==> src/rtl/seg7_scan_driver.sv <==
// Eight-digit common-anode seven-segment scanner: time-multiplexes eight 5-bit
// character codes, latching the input bus only at frame wrap so a scan never tears.
module seg7_scan_driver #(
  parameter int          REFRESH_DIV  = 100000,
  parameter int          BLANK_CYCLES = 0,
  parameter logic [7:0]  DP_MASK      = 8'b00010100
) (
  input  logic        clk,
  input  logic        reset,
  input  logic [39:0] display,
  input  logic        enable,
  output logic [7:0]  an,
  output logic [6:0]  seg,
  output logic        dp
);

  localparam int CNT_W = (REFRESH_DIV > 2) ? $clog2(REFRESH_DIV) : 1;

  logic [CNT_W-1:0] div_cnt_q, div_cnt_d;
  logic [2:0]       digit_sel_q, digit_sel_d;
  logic [39:0]      shadow_q, shadow_d;
  logic             load_pending_q;
  logic [7:0]       an_q, an_d;
  logic [6:0]       seg_q, seg_d;
  logic             dp_q, dp_d;

  logic             tick;
  logic             in_blank;
  logic [5:0]       code_base;
  logic [4:0]       code;

  // Compare as int so BLANK_CYCLES = 0 does not produce a constant unsigned compare.
  assign tick      = (int'(div_cnt_q) == REFRESH_DIV - 1);
  assign in_blank  = (int'(div_cnt_q) < BLANK_CYCLES);
  assign code_base = 6'(digit_sel_q) * 6'd5;
  assign code      = shadow_q[code_base +: 5];

  always_comb begin
    div_cnt_d   = tick ? '0 : div_cnt_q + 1'b1;
    digit_sel_d = tick ? digit_sel_q + 3'd1 : digit_sel_q;
    shadow_d    = shadow_q;
    // First cycle out of reset, and the tick that ends digit 7, are the only load points.
    if (load_pending_q || (tick && (digit_sel_q == 3'd7))) begin
      shadow_d = display;
    end
    an_d = (enable && !in_blank) ? ~(8'b1 << digit_sel_q) : 8'hFF;
    dp_d = ~DP_MASK[digit_sel_q];
    case (code)
      5'h00: seg_d = 7'h40;
      5'h01: seg_d = 7'h79;
      5'h02: seg_d = 7'h24;
      5'h03: seg_d = 7'h30;
      5'h04: seg_d = 7'h19;
      5'h05: seg_d = 7'h12;
      5'h06: seg_d = 7'h02;
      5'h07: seg_d = 7'h78;
      5'h08: seg_d = 7'h00;
      5'h09: seg_d = 7'h10;
      5'h0A: seg_d = 7'h08;
      5'h0B: seg_d = 7'h03;
      5'h0C: seg_d = 7'h46;
      5'h0D: seg_d = 7'h21;
      5'h0E: seg_d = 7'h06;
      5'h0F: seg_d = 7'h0E;
      5'h10: seg_d = 7'h3F;  // '-'
      5'h11: seg_d = 7'h09;  // 'H'
      5'h12: seg_d = 7'h47;  // 'L'
      5'h13: seg_d = 7'h0C;  // 'P'
      5'h14: seg_d = 7'h2F;  // 'r'
      5'h15: seg_d = 7'h23;  // 'o'
      5'h16: seg_d = 7'h2B;  // 'n'
      5'h17: seg_d = 7'h41;  // 'U'
      5'h18: seg_d = 7'h07;  // 't'
      5'h19: seg_d = 7'h11;  // 'y'
      default: seg_d = 7'h7F;
    endcase
  end

  always_ff @(posedge clk) begin
    if (reset) begin
      div_cnt_q      <= '0;
      digit_sel_q    <= 3'd0;
      shadow_q       <= 40'hFF_FFFF_FFFF;
      load_pending_q <= 1'b1;
      an_q           <= 8'hFF;
      seg_q          <= 7'h7F;
      dp_q           <= 1'b1;
    end else begin
      div_cnt_q      <= div_cnt_d;
      digit_sel_q    <= digit_sel_d;
      shadow_q       <= shadow_d;
      load_pending_q <= 1'b0;
      an_q           <= an_d;
      seg_q          <= seg_d;
      dp_q           <= dp_d;
    end
  end

  assign an  = an_q;
  assign seg = seg_q;
  assign dp  = dp_q;

endmodule

==> config.mk <==
export PLATFORM = sky130hd
export DESIGN_NAME = seg7_scan_driver
export DESIGN_NICKNAME = d
export VERILOG_FILES = /design/src/rtl/seg7_scan_driver.sv
export SDC_FILE = /design/constraint.sdc
export NUM_CORES = 1
export LEC_CHECK = 0
export ABC_AREA = 1
export BUFFER_PORTS_ARGS = -buffer_cell sky130_fd_sc_hd__clkbuf_2
export CAP_MARGIN = 0
export CORE_MARGIN = 4
export CORE_UTILIZATION = 61
export DETAILED_ROUTE_END_ITERATION = 12
export PLACE_DENSITY = 0.88
export RECOVER_POWER = 25
export SYNTH_ARGS = -nofsm -noshare
export SYNTH_HDL_FRONTEND = slang
export SYNTH_SLANG_ARGS = --single-unit
==> constraint.sdc <==
create_clock -name clk -period 2.97 [get_ports clk]
set_input_delay 0 -clock clk [delete_from_list [all_inputs] [get_ports clk]]
set_output_delay 0 -clock clk [all_outputs]
set_load 0.01 [all_outputs]
==> run summary, run 1 <==
The flow ran to the end, and the final reports show no timing, DRC or antenna violations. The most common cell after layout, fill and taps aside is sky130_fd_sc_hd__nand2_1. The worst setup path is launched from a flip-flop. The source of the worst register-to-register timing path is digit_sel_q[2]. The final non-filler cell total is 714. Of the total power, the share spent switching nets is 0.260. The post-layout worst setup margin is 562 ps. The synthesized netlist occupies a cell area of 3910 µm². Setup violations remaining at the end of the flow were counted as 0. The worst max-slew margin expressed relative to the limit came out at 0.0465.

The post-route fraction of the period consumed by the critical path is 0.811. The count of unique library cells instantiated by Yosys is 32. The cell with the biggest individual delay on the critical path is sky130_fd_sc_hd__dfxtp_1. The iteration count of the initial detailed-routing pass came out at 5. 0 antenna diodes ended up in the layout. The peak per-stage delay on the critical path is 670 ps. The max-cap check violation count is 0.

The I/O pin count came out at 59. The minimum period implied by the final worst setup slack is 2410 ps. The worst setup path is captured at a flip-flop. On the critical path the largest part of the delay comes from simple AND/OR/NAND/NOR gates. The sequential share of the synthesized area came out at 0.399. The async set-or-reset flop fraction in the synthesized netlist came out at 0. The TritonCTS sink count came out at 78. The number of buffers between clock root and the deepest sink is 2. The path class of the tightest hold or removal check is in2reg. The maximum vdd ir drop is 0.317 mV. The port buffer count is 58. The logic depth of the worst path, buffers included is 12. The busiest layer in global routing is met2. The leading register cell type out of synthesis is sky130_fd_sc_hd__dfxtp_1. The actual transition at the worst max-transition pin came out at 1430 ps. The detailed router placed 3725 vias in this run. The met3 track utilization from global routing is 0.0433. Tracing the worst setup path back leads to its startpoint at digit_sel_q[2]. The total routing resource utilization after global routing came out at 0.270. After clock tree synthesis, the clock-pin slew on the worst setup and hold paths is 80 ps. The reported net switching power came out at 574 µW. The required time of the worst setup path is 3170 ps. The endpoint identified for the worst register-to-register timing path is seg[1].

The internal power summed over all cells came out at 1630 µW. In this run the worst path has a maximum fanout of 13. The number of max-slew violations in the final report is 0. In this run, the number of DRC markers left after iteration 0 of detailed routing was 286. Entering global routing, the biggest net connects 47 pins. The via count of the first global-routing pass is 3617. The number of flops mapped to enable cells by yosys is 0.

Fill cells in the final layout number 478. The routed wire length is 9630 µm. The leakage power summed over all cells is 0.00230 µW. The Yosys step of the flow raised 0 warnings. The worst setup path endpoint is seg[1]. The number of buffer and inverter instances along the worst setup path came out at 3.

The number of antenna violations at the first check in global routing is 0. The arrival time of the worst setup path is 2610 ps. The power share of the sequential group came out at 0.504. The storage element area came out at 1560 µm². The share of total power dissipated in combinational logic is 0.135. The count of mapped cells out of synthesis came out at 545.

The critical path goes through inv_1 -> nand3_1 -> nand2_2 -> ha_1 -> nor2_1 -> inv_1 -> nand3_1 -> nand2_1 -> inv_1 -> nand2_1 -> nand2_1 -> nand2_1. In the layout the commonest cells are sky130_fd_sc_hd__nand2_1 (143), sky130_fd_sc_hd__dfxtp_1 (78), sky130_fd_sc_hd__nand3_1 (73), sky130_fd_sc_hd__inv_1 (58). The HPWL after detailed placement came out at 6400 µm. The wire length of the first global-routing pass is 16500 µm. The mean area per synthesized cell came out at 7.17 µm².

The initial standard-cell utilization of the core is 0.645. The setup slack on the worst flop-to-flop path came out at 560 ps. The root buffer cell chosen for the clock tree is sky130_fd_sc_hd__clkbuf_8.

The most numerous cell type found on the critical path is sky130_fd_sc_hd__nand2_1. Of the total power, the clock network draws 0.360. Of the cells placed in the final design, the portion with a size suffix greater than 1 is 0.139. The worst-case clock skew came out at 7.13 ps. The placer congestion estimate came out at 0.919. The core footprint is 6060 µm².

The worst slack at placement came out at 662 ps. The vertical extent of the die came out at 88.1 µm. The highest attainable clock frequency came out at 415 MHz. The later pin in the worst-skew pair is clocked with a latency of 340 ps. The die extent in x came out at 88.1 µm. The growth of design area from synthesis to finish came out at 21.0%. The wire length per cell after detailed routing came out at 13.5 µm. Counting every net in the synthesized netlist gives 603.

Counting instances, the worst hold path has a depth of 4. The number of synthesized register bits is 78. The final count of hold timing violations is 0.

The area of the die is 7750 µm². The design draws 2210 µW. Setup repair after global routing left no endpoint under its margin. The count of H-tree levels built during CTS came out at 3.

The cell count of the worst reg-to-reg path is 12. The number of remaining DRC errors is 0. The met2 usage is 0.478.

Summing all multi-input logic gate instances after layout gives 1930 µm². The fraction of met1 tracks used by global routing is 0.333. The setup path with the least slack is of type reg2reg. The post-layout net count came out at 692. In the routed layout, each cell is associated on average with a via count of 5.22. The remaining antenna violation count is 0.

Hold timing on the final database bottoms out at a slack of 398 ps. After clock tree synthesis, the setup repair step added 0 buffers. After detailed placement, the design holds a cell count of 657. The CTS buffer count came out at 9. The sum of negative setup slack is 0 ps. Row generation in the floorplan step produced 28 rows. The power density of the placed cells came out at 467 nW/µm². The final global-route overflow total came out at 0.

The TritonCTS clock tree is done.
[area by class of cell]
class                           instances  area share
Clock buffer                           11      0.0299
Clock inverter                          5      0.0124
Inverter                               65      0.0516
Multi-Input combinational cell        378       0.408
Sequential cell                        78       0.330
Tap cell                               75      0.0198
Timing Repair Buffer                  102       0.148
[Yosys cell counts, types with 2 or more instances]
library cell | number | share of area
sky130_fd_sc_hd__buf_2 | 6 | 0.0077
sky130_fd_sc_hd__buf_6 | 5 | 0.014
sky130_fd_sc_hd__buf_4 | 6 | 0.012
sky130_fd_sc_hd__nand3_1 | 73 | 0.093
sky130_fd_sc_hd__xnor2_1 | 2 | 0.0045
sky130_fd_sc_hd__nor3b_1 | 2 | 0.0038
sky130_fd_sc_hd__nor3_1 | 2 | 0.0026
sky130_fd_sc_hd__nand3_2 | 5 | 0.013
sky130_fd_sc_hd__inv_1 | 58 | 0.056
sky130_fd_sc_hd__nand4_1 | 4 | 0.0064
sky130_fd_sc_hd__o21ai_1 | 12 | 0.015
sky130_fd_sc_hd__xor2_1 | 3 | 0.0067
sky130_fd_sc_hd__o21ai_0 | 20 | 0.026
sky130_fd_sc_hd__nand2_4 | 4 | 0.012
sky130_fd_sc_hd__clkbuf_1 | 5 | 0.0048
sky130_fd_sc_hd__nor2_1 | 32 | 0.031
sky130_fd_sc_hd__or2_0 | 2 | 0.0032
sky130_fd_sc_hd__nand2_2 | 10 | 0.016
sky130_fd_sc_hd__ha_1 | 15 | 0.048
sky130_fd_sc_hd__nand3_4 | 3 | 0.013
sky130_fd_sc_hd__a21oi_1 | 41 | 0.052
sky130_fd_sc_hd__dfxtp_1 | 78 | 0.40
sky130_fd_sc_hd__nand2_1 | 143 | 0.14
sky130_fd_sc_hd__inv_2 | 6 | 0.0058
[state kept, by name, indices dropped and copies added (netlist names), named ones only]
name            flops
an                  8
digit_sel_q         3
div_cnt_q          17
dp                  1
load_pending_q      1
seg                 7
shadow_q           40
[cells by family (layout without fill, tap and decap cells)]
kind of cell,count (synthesis),after routing,synth area share
buffers and inverters,89,183,0.107
XOR/XNOR,5,5,0.0112
AND/OR/NAND/NOR,283,283,0.337
flip-flops,78,78,0.399
adder cells (fa/ha/maj),15,15,0.0480
AO/OA/AOI/OAI,75,75,0.0976
[how the worst min path moves through the flow]
stage | to | slack, ps | startpoint
after CTS | load_pending_q | 240 | reset
after global placement | shadow_q[31] | 210 | display[31]
after global routing | shadow_q[9] | 410 | display[9]
after floorplan | load_pending_q | 30 | reset
after detailed placement | shadow_q[9] | 210 | display[9]
final | shadow_q[9] | 400 | display[9]
[power by group through the flow]
stage	combinational (µW)	clock (µW)	sequential [µW]
floorplan	179	0	1140
global placement	245	0	1140
detailed placement	251	0	1140
CTS	295	805	1110
global route	338	847	1120
finish	298	796	1110
[worst min-delay path: cells and delay by family]
family | cells | cell delay [ps]
simple gates | 2 | 100
buf+inv | 2 | 610
[routing by layer]
| metal | part of all wire | wire length [µm] |
|---|---|---|
| met1 | 0.42 | 4050 |
| met2 | 0.50 | 4820 |
| met3 | 0.061 | 590 |
| met4 | 0.017 | 163 |
| met5 | 0 | 0 |
[through the flow]
step / area [µm²] / utilization
finish: 4730 / 0.780
global route: 4730 / 0.780
CTS: 4750 / 0.784
detailed placement: 4140 / 0.684
global placement: 4140 / 0.684
floorplan: 3910 / -
[repair_timing]
action / CTS / global route
resized for setup: 0 / 0
hold buffers: 41 / 0
hold endpoints to repair: 46 / 0
Note: power is estimated with default switching activity, not from simulation.
==> run 2: changes to the inputs <==
- CORE_UTILIZATION: 61 -> 51
- PLACE_DENSITY: 0.88 -> 0.79
- clock period: 2.97 -> 2.1 ns (I/O delays scaled with it)
==> run 2 against run 1 <==
Design area grew 4.4%. Setup slack worse by 360 ps. Critical path depth unchanged. Sequential share of layout area fell by 1.4 points. Total power up 46%. Critical endpoint is now seg[0]. Combinational power up 48%. Sequential power rose by 41%. Critical path type unchanged. Cell count up 5.9%. Register-to-register slack got worse by 360 ps. Largest power group unchanged. Global-route usage fell by 4.6 points.
==> run summary, run 2 (synthesis gave the netlist of run 1 again) <==
The pin count of the biggest net entering global routing came out at 35 (-26%). Following the worst setup path forward leads to its endpoint at seg[0]. The total routing resource utilization after global routing came out at 0.224 (-0.0462). Setup repair after global routing left no endpoint under its margin. The power density of the placed cells came to 651 nW/µm² (+39%).

The vertical extent of the die came out at 95.5 µm (+8.5%). The via total after detailed routing is 3746 (+0.56%). The via count of the first global-routing pass came out at 3643 (+0.72%).

The startpoint identified for the worst hold timing path is reset. The iteration count of the initial detailed-routing pass came out at 5 (unchanged). The final-layout fill cell count is 626 (+31%).

The capturing point of the worst reg2reg path is seg[0]. The clock root buffer master is sky130_fd_sc_hd__clkbuf_8. The post-layout net count came out at 711 (+2.7%). The TritonCTS sink count is 78 (unchanged). The core footprint came to 7370 µm² (+22%).

The number of max-slew violations in the final report is 0 (unchanged). The HPWL after detailed placement is 6550 µm (+2.2%). The number of antenna violations at the first check in global routing is 0 (unchanged).

The post-route fraction of the period consumed by the critical path is 0.905 (+0.0939). The cell count of the worst reg-to-reg path is 12 (unchanged). The wire length per cell after detailed routing came to 12.6 µm (-6.3%).

The clock-pin slew on the worst setup and hold paths came to 80 ps (about the same). The worst-case clock skew is 6.89 ps (-0.240 ps). The highest attainable clock frequency came to 526 MHz (+27%). The remaining antenna violation count is 0 (unchanged). The arrival time of the worst setup path is 2200 ps (-410 ps). The count of routing violations after the opening detailed-route iteration came out at 243 (-15%).

The element type at the critical path start is a flip-flop. The minimum period implied by the final worst setup slack came out at 1900 ps (-508 ps). The flip-flop count of the largest register, all copies and words added came to 40 (unchanged). The number of buffers between clock root and the deepest sink is 2 (unchanged).

The sum of negative setup slack is 0 ps (unchanged). STA classifies the critical path endpoint as a flip-flop. The startpoint identified for the worst register-to-register timing path is digit_sel_q[0]. The die extent in x came out at 95.5 µm (+8.5%). TritonCTS built the clock tree. The port buffer count came out at 58 (unchanged). The run finished with clean final reports. The worst hold-check path type is in2reg.

The clock network latency to the later pin of the worst-skew pair came out at 350 ps (about the same). The max-cap check violation count is 0 (unchanged). The type of the worst setup path is reg2reg. The register containing the most flip-flops in the final layout is shadow_q. The number of antenna diodes is 0 (unchanged). The instance count after placement with tap cells included came out at 694 (+5.6%). From synthesis to final layout, the design area changed by 26.3%.

The worst max-slew margin expressed relative to the limit was 0.709 (+0.662). The initial standard-cell utilization of the core came out at 0.530 (-0.115). The total of endpoints with negative setup slack in the final report came out at 0 (unchanged).

The share of layout cells above drive strength 1 came out at 0.167 (+0.0281). The area of the die was 9130 µm² (+18%). The worst-path maximum fanout came out at 16 (+3). The cell row count came out at 31 (+11%).

Leaving out fill and tap cells, the most frequent cells in the layout are sky130_fd_sc_hd__nand2_1 (143), sky130_fd_sc_hd__dfxtp_1 (78), sky130_fd_sc_hd__nand3_1 (73), sky130_fd_sc_hd__inv_1 (58), sky130_fd_sc_hd__clkbuf_2 (42). The actual transition at the worst max-transition pin is 436 ps (-994 ps). The wire length of the first global-routing pass came out at 16100 µm (-2.5%). The most common cell after layout, fill and taps aside is sky130_fd_sc_hd__nand2_1.

The maximum vdd ir drop came to 0.407 mV (+28%). The critical path starts at digit_sel_q[0]. The detail-routed via count per cell came out at 4.96 (-5.0%).

The CTS buffer count is 9 (unchanged). The leakage power summed over all cells came out at 0.00241 µW (+4.8%). The required time of the worst setup path came out at 2400 ps (-770 ps). The count of H-tree levels built during CTS was 3 (unchanged).

The final count of hold timing violations came out at 0 (unchanged). The I/O pin count is 59 (unchanged). The placer congestion estimate came out at 0.924 (+0.57%).

The setup slack on the worst flop-to-flop path came out at 200 ps (-360 ps). The number of remaining DRC errors came to 0 (unchanged). The utilization after layout is 0.670 (-0.110).

The routed wire length is 9560 µm (-0.74%). The final global-route overflow total came out at 0 (unchanged). The final non-filler cell total was 756 (+5.9%).

The power consumption came out at 3220 µW (+46%).
## run 2: timing repair
item,CTS,global route
setup endpoints to repair,0,29
hold endpoints to repair,48,0
resized for setup,0,1
hold buffers,41,0
setup buffers,0,6
## run 2: worst min-delay path by stage
stage	to	slack (ps)	cells after the start
finish	load_pending_q	70	2
global route	load_pending_q	80	2
CTS	load_pending_q	40	2
detailed placement	shadow_q[0]	220	3
global placement	shadow_q[34]	210	3
floorplan	load_pending_q	30	0
## run 2: area by class of cell
cell class | count | area, µm² | area share
clock buffer | 9 | 124 | 0.0251
clock inverter | 6 | 87.6 | 0.0177
inverter | 65 | 244 | 0.0494
multi-input combinational | 378 | 1930 | 0.391
sequential | 78 | 1560 | 0.316
tap | 99 | 124 | 0.0251
timing repair buffer | 121 | 867 | 0.176
## run 2: metal layers
layer,GRT usage,share of wire,up-vias
li1,-,-,1954
met1,0.268,0.45,1679
met2,0.387,0.49,101
met3,0.0537,0.053,12
met4,0.0794,0.012,0
met5,0,0,-
## run 2: power breakdown
part / leakage (µW) / switching, µW / internal (µW) / total, µW
clock network: 0.0000973 / 542 / 659 / 1200
logic: 0.00167 / 243 / 197 / 440
registers: 0.000643 / 25.0 / 1550 / 1570
total: 0.00241 / 810 / 2410 / 3220
## run 2: critical path, stage by stage, from the launching register on
cell and delay (ps):
sky130_fd_sc_hd__dfxtp_1 340, sky130_fd_sc_hd__inv_2 220, sky130_fd_sc_hd__buf_4 230, sky130_fd_sc_hd__nand2_1 70, sky130_fd_sc_hd__nand3_1 160, sky130_fd_sc_hd__nand3_4 160, sky130_fd_sc_hd__nand2_4 210, sky130_fd_sc_hd__nand2_1 160
sky130_fd_sc_hd__o21ai_2 80, sky130_fd_sc_hd__nand2_1 70, sky130_fd_sc_hd__nand2_1 80, sky130_fd_sc_hd__nand2_1 40, sky130_fd_sc_hd__nand2_1 50
## run 2: metrics by stage
stage | area [µm²] | hold slack, ps | setup slack [ps]
2_1_floorplan | 3910 | 27.7 | 190
3_3_place_gp | 4280 | 212 | 233
3_5_place_dp | 4280 | 220 | 137
4_1_cts | 4900 | 43.3 | 99.0
5_1_grt | 4940 | 75.7 | 2.30
6_report | 4940 | 66.9 | 200
